--- config.mk ---
export PLATFORM = sky130hd
export DESIGN_NAME = decoder
export DESIGN_NICKNAME = d
export VERILOG_FILES = /design/src/rtl/decoder.sv
export SDC_FILE = /design/constraint.sdc
export NUM_CORES = 1
export LEC_CHECK = 0
export CAP_MARGIN = 20
export CELL_PAD_IN_SITES_DETAIL_PLACEMENT = 0
export CELL_PAD_IN_SITES_GLOBAL_PLACEMENT = 1
export CORE_MARGIN = 1.5
export CORE_UTILIZATION = 45
export DETAILED_ROUTE_END_ITERATION = 8
export PLACE_DENSITY = 0.81
export SLEW_MARGIN = 5
export SYNTH_ARGS = -nofsm -noshare
export SYNTH_HDL_FRONTEND = slang
export SYNTH_SLANG_ARGS = --single-unit
--- constraint.sdc ---
create_clock -name clk_in -period 4.8 [get_ports clk_in]
set_clock_uncertainty 0.1 [all_clocks]
set_input_delay 0.96 -clock clk_in [delete_from_list [all_inputs] [get_ports clk_in]]
set_output_delay 0.96 -clock clk_in [all_outputs]
set_load 0.01 [all_outputs]
--- src/rtl/decoder.sv ---
// Fetch buffer (2**BUF_WIDTH entries) feeding an RV32I field decoder with a registered output stage.
// Define DECODER_STATIC_PRED_EN to enable static backward-branch / JAL prediction with fetch redirect.
module decoder #(
    parameter int unsigned BUF_WIDTH = 2
) (
    input  logic        clk_in,
    input  logic        rst_n_in,
    input  logic        rdy_in,
    input  logic        clear,
    input  logic        if_valid,
    input  logic [31:0] if_ins,
    input  logic [31:0] if_pc,
    output logic        dec_full,
    output logic        out_valid,
    input  logic        out_ready,
    output logic [6:0]  out_opcode,
    output logic [2:0]  out_funct3,
    output logic        out_funct7b,
    output logic [4:0]  out_rd,
    output logic [4:0]  out_rs1,
    output logic [4:0]  out_rs2,
    output logic [31:0] out_imm,
    output logic [31:0] out_pc,
    output logic        out_illegal,
    output logic        out_pred_taken,
    output logic        pred_redirect,
    output logic [31:0] pred_target
);

    localparam int unsigned DEPTH = 1 << BUF_WIDTH;
    localparam logic [BUF_WIDTH+1:0] OCC_MAX  = (BUF_WIDTH+2)'(DEPTH);
    localparam logic [BUF_WIDTH+1:0] OCC_FULL = (BUF_WIDTH+2)'(DEPTH - 1);

    localparam logic [6:0] OPC_LUI      = 7'b0110111;
    localparam logic [6:0] OPC_AUIPC    = 7'b0010111;
    localparam logic [6:0] OPC_JAL      = 7'b1101111;
    localparam logic [6:0] OPC_JALR     = 7'b1100111;
    localparam logic [6:0] OPC_BRANCH   = 7'b1100011;
    localparam logic [6:0] OPC_LOAD     = 7'b0000011;
    localparam logic [6:0] OPC_STORE    = 7'b0100011;
    localparam logic [6:0] OPC_OP_IMM   = 7'b0010011;
    localparam logic [6:0] OPC_OP       = 7'b0110011;
    localparam logic [6:0] OPC_MISC_MEM = 7'b0001111;
    localparam logic [6:0] OPC_SYSTEM   = 7'b1110011;

    typedef enum logic [2:0] {
        FMT_R,
        FMT_I,
        FMT_S,
        FMT_B,
        FMT_U,
        FMT_J,
        FMT_BAD
    } fmt_e;

    typedef struct packed {
        logic [6:0]  opcode;
        logic [2:0]  funct3;
        logic        funct7b;
        logic [4:0]  rd;
        logic [4:0]  rs1;
        logic [4:0]  rs2;
        logic [31:0] imm;
        logic [31:0] pc;
        logic        illegal;
        logic        pred_taken;
    } out_t;

    logic [63:0]          mem_q [DEPTH];
    logic [BUF_WIDTH-1:0] head_q, head_d;
    logic [BUF_WIDTH-1:0] tail_q, tail_d;
    logic [BUF_WIDTH:0]   cnt_q, cnt_d;
    logic                 out_valid_q, out_valid_d;
    logic                 redirect_q, redirect_d;
    logic [31:0]          target_q, target_d;
    out_t                 out_q, out_d;

    out_t                 dec;
    fmt_e                 fmt;
    logic [31:0]          hd_ins, hd_pc;
    logic [BUF_WIDTH+1:0] occ;
    logic                 deq, enq, flush, wr_en;

    assign {hd_ins, hd_pc} = mem_q[head_q];

    // Occupancy includes the output register so total storage is DEPTH instructions.
    assign occ      = (BUF_WIDTH+2)'(cnt_q) + (BUF_WIDTH+2)'(out_valid_q);
    assign dec_full = (occ >= OCC_FULL);

    always_comb begin
        case (hd_ins[6:0])
            OPC_LOAD, OPC_OP_IMM, OPC_JALR,
            OPC_MISC_MEM, OPC_SYSTEM:  fmt = FMT_I;
            OPC_STORE:                 fmt = FMT_S;
            OPC_BRANCH:                fmt = FMT_B;
            OPC_LUI, OPC_AUIPC:        fmt = FMT_U;
            OPC_JAL:                   fmt = FMT_J;
            OPC_OP:                    fmt = FMT_R;
            default:                   fmt = FMT_BAD;
        endcase
    end

    always_comb begin
        dec         = '0;
        dec.opcode  = hd_ins[6:0];
        dec.funct3  = hd_ins[14:12];
        dec.funct7b = hd_ins[30];
        dec.rd      = hd_ins[11:7];
        dec.rs1     = hd_ins[19:15];
        dec.rs2     = hd_ins[24:20];
        dec.pc      = hd_pc;
        case (fmt)
            FMT_R: begin
                dec.imm = '0;
            end
            FMT_I: begin
                dec.rs2 = '0;
                dec.imm = {{20{hd_ins[31]}}, hd_ins[31:20]};
            end
            FMT_S: begin
                dec.rd  = '0;
                dec.imm = {{20{hd_ins[31]}}, hd_ins[31:25], hd_ins[11:7]};
            end
            FMT_B: begin
                dec.rd  = '0;
                dec.imm = {{19{hd_ins[31]}}, hd_ins[31], hd_ins[7],
                           hd_ins[30:25], hd_ins[11:8], 1'b0};
            end
            FMT_U: begin
                dec.rs1 = '0;
                dec.rs2 = '0;
                dec.imm = {hd_ins[31:12], 12'b0};
            end
            FMT_J: begin
                dec.rs1 = '0;
                dec.rs2 = '0;
                dec.imm = {{11{hd_ins[31]}}, hd_ins[31], hd_ins[19:12],
                           hd_ins[20], hd_ins[30:21], 1'b0};
            end
            default: begin
                dec.illegal = 1'b1;
                dec.imm     = '0;
            end
        endcase
`ifdef DECODER_STATIC_PRED_EN
        dec.pred_taken = (fmt == FMT_J) || ((fmt == FMT_B) && dec.imm[31]);
`else
        dec.pred_taken = 1'b0;
`endif
    end

    always_comb begin
        head_d      = head_q;
        tail_d      = tail_q;
        cnt_d       = cnt_q;
        out_d       = out_q;
        out_valid_d = out_valid_q;
        redirect_d  = redirect_q;
        target_d    = target_q;
        deq         = 1'b0;
        enq         = 1'b0;
        flush       = 1'b0;
        wr_en       = 1'b0;
        if (rdy_in) begin
            redirect_d = 1'b0;
            if (clear) begin
                head_d      = '0;
                tail_d      = '0;
                cnt_d       = '0;
                out_valid_d = 1'b0;
            end else begin
                deq   = (cnt_q != '0) && (!out_valid_q || out_ready);
                flush = deq && dec.pred_taken;
                // Fetches during the redirect pulse or the flushing edge are on the wrong path.
                enq   = if_valid && (occ < OCC_MAX) && !redirect_q && !flush;
                wr_en = enq;
                if (deq) begin
                    out_d       = dec;
                    out_valid_d = 1'b1;
                    redirect_d  = dec.pred_taken;
                    if (dec.pred_taken) begin
                        target_d = hd_pc + dec.imm;
                    end
                end else if (out_ready) begin
                    out_valid_d = 1'b0;
                end
                if (flush) begin
                    head_d = '0;
                    tail_d = '0;
                    cnt_d  = '0;
                end else begin
                    if (enq) begin
                        tail_d = tail_q + BUF_WIDTH'(1);
                    end
                    if (deq) begin
                        head_d = head_q + BUF_WIDTH'(1);
                    end
                    cnt_d = cnt_q + (BUF_WIDTH+1)'(enq) - (BUF_WIDTH+1)'(deq);
                end
            end
        end
    end

    always_ff @(posedge clk_in or negedge rst_n_in) begin
        if (!rst_n_in) begin
            head_q      <= '0;
            tail_q      <= '0;
            cnt_q       <= '0;
            out_q       <= '0;
            out_valid_q <= 1'b0;
            redirect_q  <= 1'b0;
            target_q    <= '0;
        end else begin
            head_q      <= head_d;
            tail_q      <= tail_d;
            cnt_q       <= cnt_d;
            out_q       <= out_d;
            out_valid_q <= out_valid_d;
            redirect_q  <= redirect_d;
            target_q    <= target_d;
        end
    end

    always_ff @(posedge clk_in) begin
        if (wr_en) begin
            mem_q[tail_q] <= {if_ins, if_pc};
        end
    end

    assign out_valid      = out_valid_q;
    assign out_opcode     = out_q.opcode;
    assign out_funct3     = out_q.funct3;
    assign out_funct7b    = out_q.funct7b;
    assign out_rd         = out_q.rd;
    assign out_rs1        = out_q.rs1;
    assign out_rs2        = out_q.rs2;
    assign out_imm        = out_q.imm;
    assign out_pc         = out_q.pc;
    assign out_illegal    = out_q.illegal;
    assign out_pred_taken = out_q.pred_taken;
    assign pred_redirect  = redirect_q;
    assign pred_target    = target_q;

endmodule

==> flow_summary_export.csv <==
group,metric,value,unit
clock_tree,cts_tree,"yes",
timing,setup_slack,1.48,ns
global_routing,grt.total_usage,19.7,%
hold_path,whs_endpoint,"out_pc[0]",
die,die_h,179,um
drt,wl_per_cell,20.8,um
die,fp-row-count,64,
synth,synthSimpleGateAreaFrac,6.98,%
worst_setup_path,cp_cell_sequence,"mux4_2, nand2b_1, a21oi_1, o311ai_4, a21oi_1, a21o_1",
pwr,power_leakage,6.23,nW
clock_tree,cts-hold-fix-buffers,0,
run_status,status,"finished, final reports clean",
synth,synth_compound_area_share,5.01,%
place,port_buffers,162,
clock_tree,worstSkewPairLatency,0.52,ns
timing,rsz0062_at_grt,"no",
final_layout,drive_gt1_share,13.7,%
final_layout,n_fill_cell,2386,
clock_tree,clock-root-buffer,"clkbuf_16",
final_layout,area_delta_synth_final,22.5,%
drt,ant_nets,0,
synth,syn-mean-instance-area,16.2,um^2
die,ios,197,
synth,synthMuxAreaShare,10.4,%
hold_path,hp-start,"out_pc[0]",
clock_tree,htree_levels,2,
worst_setup_path,start_kind,"flip-flop",
timing,fin_tns_setup,0,ns
timing,period_share,69.1,%
synth,synthesis.area,0.0139,mm^2
final_layout,seq_area,0.0102,mm^2
worst_setup_path,critPathKind,"reg2reg",
synth,synth_top_family_by_area,"multiplexers",
synth,synthCells,860,
worst_setup_path,worst_ep_required_time,5.10,ns
hold_path,min_path_type,"reg2reg",
drt,via_per_inst,5.30,
synth,postSynth.asyncResetShare,27.9,%
final_layout,layout_commonest_cell,"edfxtp_1",
clock_tree,clk_pin_slew,0.06,ns
drt,drtPass1Iterations,5,
worst_setup_path,r2r-start,"head_q[0]",
global_routing,grt_pass1_vias,7997,
job,drv_cap,0,
place,place.detailed.hpwl,19000,um
timing,slew_headroom,28.0,%
place,place_congestion,0.825,
timing,slew_violations,0,
timing,setup_viol,0,
worst_setup_path,arrival,3.62,ns
synth,synth_seq_cells,355,
synth,synth_xor_xnor_area_share,0.189,%
global_routing,grt_max_degree,65,
worst_setup_path,endpoint_kind,"flip-flop",
worst_setup_path,critPathSlowestCell,"o311ai_4",
final_layout,multi_input_area,0.00345,mm^2
final_layout,final_nets,1115,
synth,synth_edf_count,256,
final_layout,final_cell_mix,"256 x edfxtp_1, 194 x nand2_1, 161 x clkdlybuf4s50_1",
pwr,vdd_drop_max,0.350,mV
clock_tree,postCtsSetupBuffers,0,
global_routing,antenna_found_initial,2,
worst_setup_path,r2r_slack,1.48,ns
timing,tightest_slew,1.08,ns
worst_setup_path,ff2ff_path_depth,6,
timing,hold_viol_final,0,
drt,wl,30400,um
drt,drtIter0Drc,624,
worst_setup_path,critical-path-top-delay-family,"compound AO/OA/AOI/OAI gates",
worst_setup_path,critPathMostFrequentCell,"a21oi_1",
final_layout,fin_util,55.9,%
drt,dr_total_vias,7750,
die,die_area,0.0320,mm^2
synth,synth_fa_ha_area_share,0.953,%
worst_setup_path,worstPathMaxFanout,22,
clock_tree,cts_resized,0,
place,dp_worst_setup_slack,1.10,ns
die,initial_core_util,45.6,%
synth,synth_warnings,0,
pwr,p_per_area,525,mW/mm^2
clock_tree,clockBufferDepth,3,
synth,ys_types,48,
worst_setup_path,r2r_end,"out_imm[13]",
synth,synth-seq-area-share,73.0,%
worst_setup_path,slowest_delay,0.94,ns
global_routing,grt_overflow,0,
hold_path,hold_depth,2,
worst_setup_path,cp_num_buf_inv,0,
drt,drc_errors,0,
synth,synth_ff_type,"edfxtp_1",
timing,fmax,0.302,GHz
global_routing,grt_pass1_wl,46900,um
die,die_width,179,um
clock_tree,cts_inserted_buffers,37,
clock_tree,cts_sinks,355,
timing,min_period,3.32,ns
die,coreArea,0.0305,mm^2
==> stage by stage <==
step                hold slack (ns)  cell area (um^2)  power [mW]  instances
global placement              0.362             15900        6.33       1391
detailed placement            0.366             15900        6.36       1391
floorplan                     0.414             14000        5.33        893
CTS                           0.379             17000        9.05       1458
finish                        0.374             17100        8.96       1461
global route                  0.397             17000        9.41       1459
==> how the worst max path moves through the flow <==
stage / start / endpoint / slack (ns) / depth (start not counted)
floorplan: out_valid / mem_q[0][0] / 1.35 / 6
global placement: rdy_in / mem_q[0][3] / 1.18 / 5
detailed placement: rdy_in / mem_q[1][32] / 1.10 / 5
CTS: head_q[0] / out_imm[19] / 1.47 / 6
global route: head_q[0] / out_imm[12] / 1.26 / 6
finish: head_q[0] / out_imm[13] / 1.48 / 6
==> state kept, by name, indices dropped and copies added (netlist names) <==
signal / flops
mem_q: 256
out_rs2: 5
out_rs1: 5
out_valid: 1
out_illegal: 1
out_rd: 5
out_funct7b: 1
out_imm: 32
tail_q: 2
out_pc: 32
head_q: 2
out_opcode: 7
cnt_q: 3
out_funct3: 3
==> cell usage after synthesis, types with 2 or more instances <==
master / instances / area share, %
a22o_1: 7 / 0.44
clkbuf_1: 24 / 0.65
buf_2: 8 / 0.29
or3b_1: 2 / 0.13
and3_1: 4 / 0.18
nand2b_1: 3 / 0.13
buf_6: 4 / 0.32
buf_4: 35 / 1.9
a21oi_2: 3 / 0.19
nand3b_1: 3 / 0.16
inv_1: 8 / 0.22
nand2_1: 195 / 5.3
o2bb2ai_1: 2 / 0.13
dfrtp_1: 99 / 18
edfxtp_1: 256 / 55
nor2b_1: 3 / 0.13
nand3_1: 3 / 0.11
xor2_1: 3 / 0.19
o31ai_1: 2 / 0.11
o21ai_0: 23 / 0.83
a21oi_1: 34 / 1.2
o21ai_1: 12 / 0.43
mux4_2: 64 / 10
nor3_1: 7 / 0.25
ha_1: 9 / 0.81
buf_1: 3 / 0.081
a21o_1: 17 / 0.92
o22a_1: 2 / 0.13
nor2_1: 6 / 0.16
==> layout make-up <==
| type | count | share of cell area [%] |
|---|---|---|
| repair buffers | 177 | 10.3 |
| flip-flops and latches | 355 | 59.7 |
| clock inverters | 13 | 0.631 |
| well taps | 396 | 2.91 |
| multi-input cells | 456 | 20.2 |
| diodes | 2 | 0.0294 |
| clock buffers | 54 | 6.05 |
| inverters | 8 | 0.176 |
==> logic make-up (layout without fill, tap and decap cells) <==
| kind of cell | Yosys count | after routing |
|---|---|---|
| AOI/OAI and AO/OA | 112 | 112 |
| xor gates and xnor gates | 3 | 3 |
| adders and majority gates | 10 | 10 |
| buffers and inverters | 82 | 252 |
| DFF | 355 | 355 |
| muxes | 64 | 64 |
| other | 1 | 36 |
| and+or+nand+nor | 233 | 233 |
==> power by group <==
part	leakage, nW	total (mW)	switching [mW]	internal, mW
Clock	0.553	2.69	1.13	1.55
Sequential	3.59	3.94	0.274	3.67
Combinational	2.08	2.33	1.18	1.14
Total	6.23	8.96	2.59	6.37
==> worst min-delay path, cell delays in order, from the launching register on <==
cell	delay, ns
dfrtp_1	0.34
nand2_1	0.05
nand2_1	0.05
==> routing by layer <==
layer / vias up / wire length [um] / track usage [%]
met3: 45 / 2210 / 4.41
met5: - / 13 / 0
met2: 277 / 14900 / 32.6
met4: 2 / 521 / 4.76
met1: 3935 / 12700 / 26.6
li1: 3491 / - / -
(Power assumes the default switching activity.)
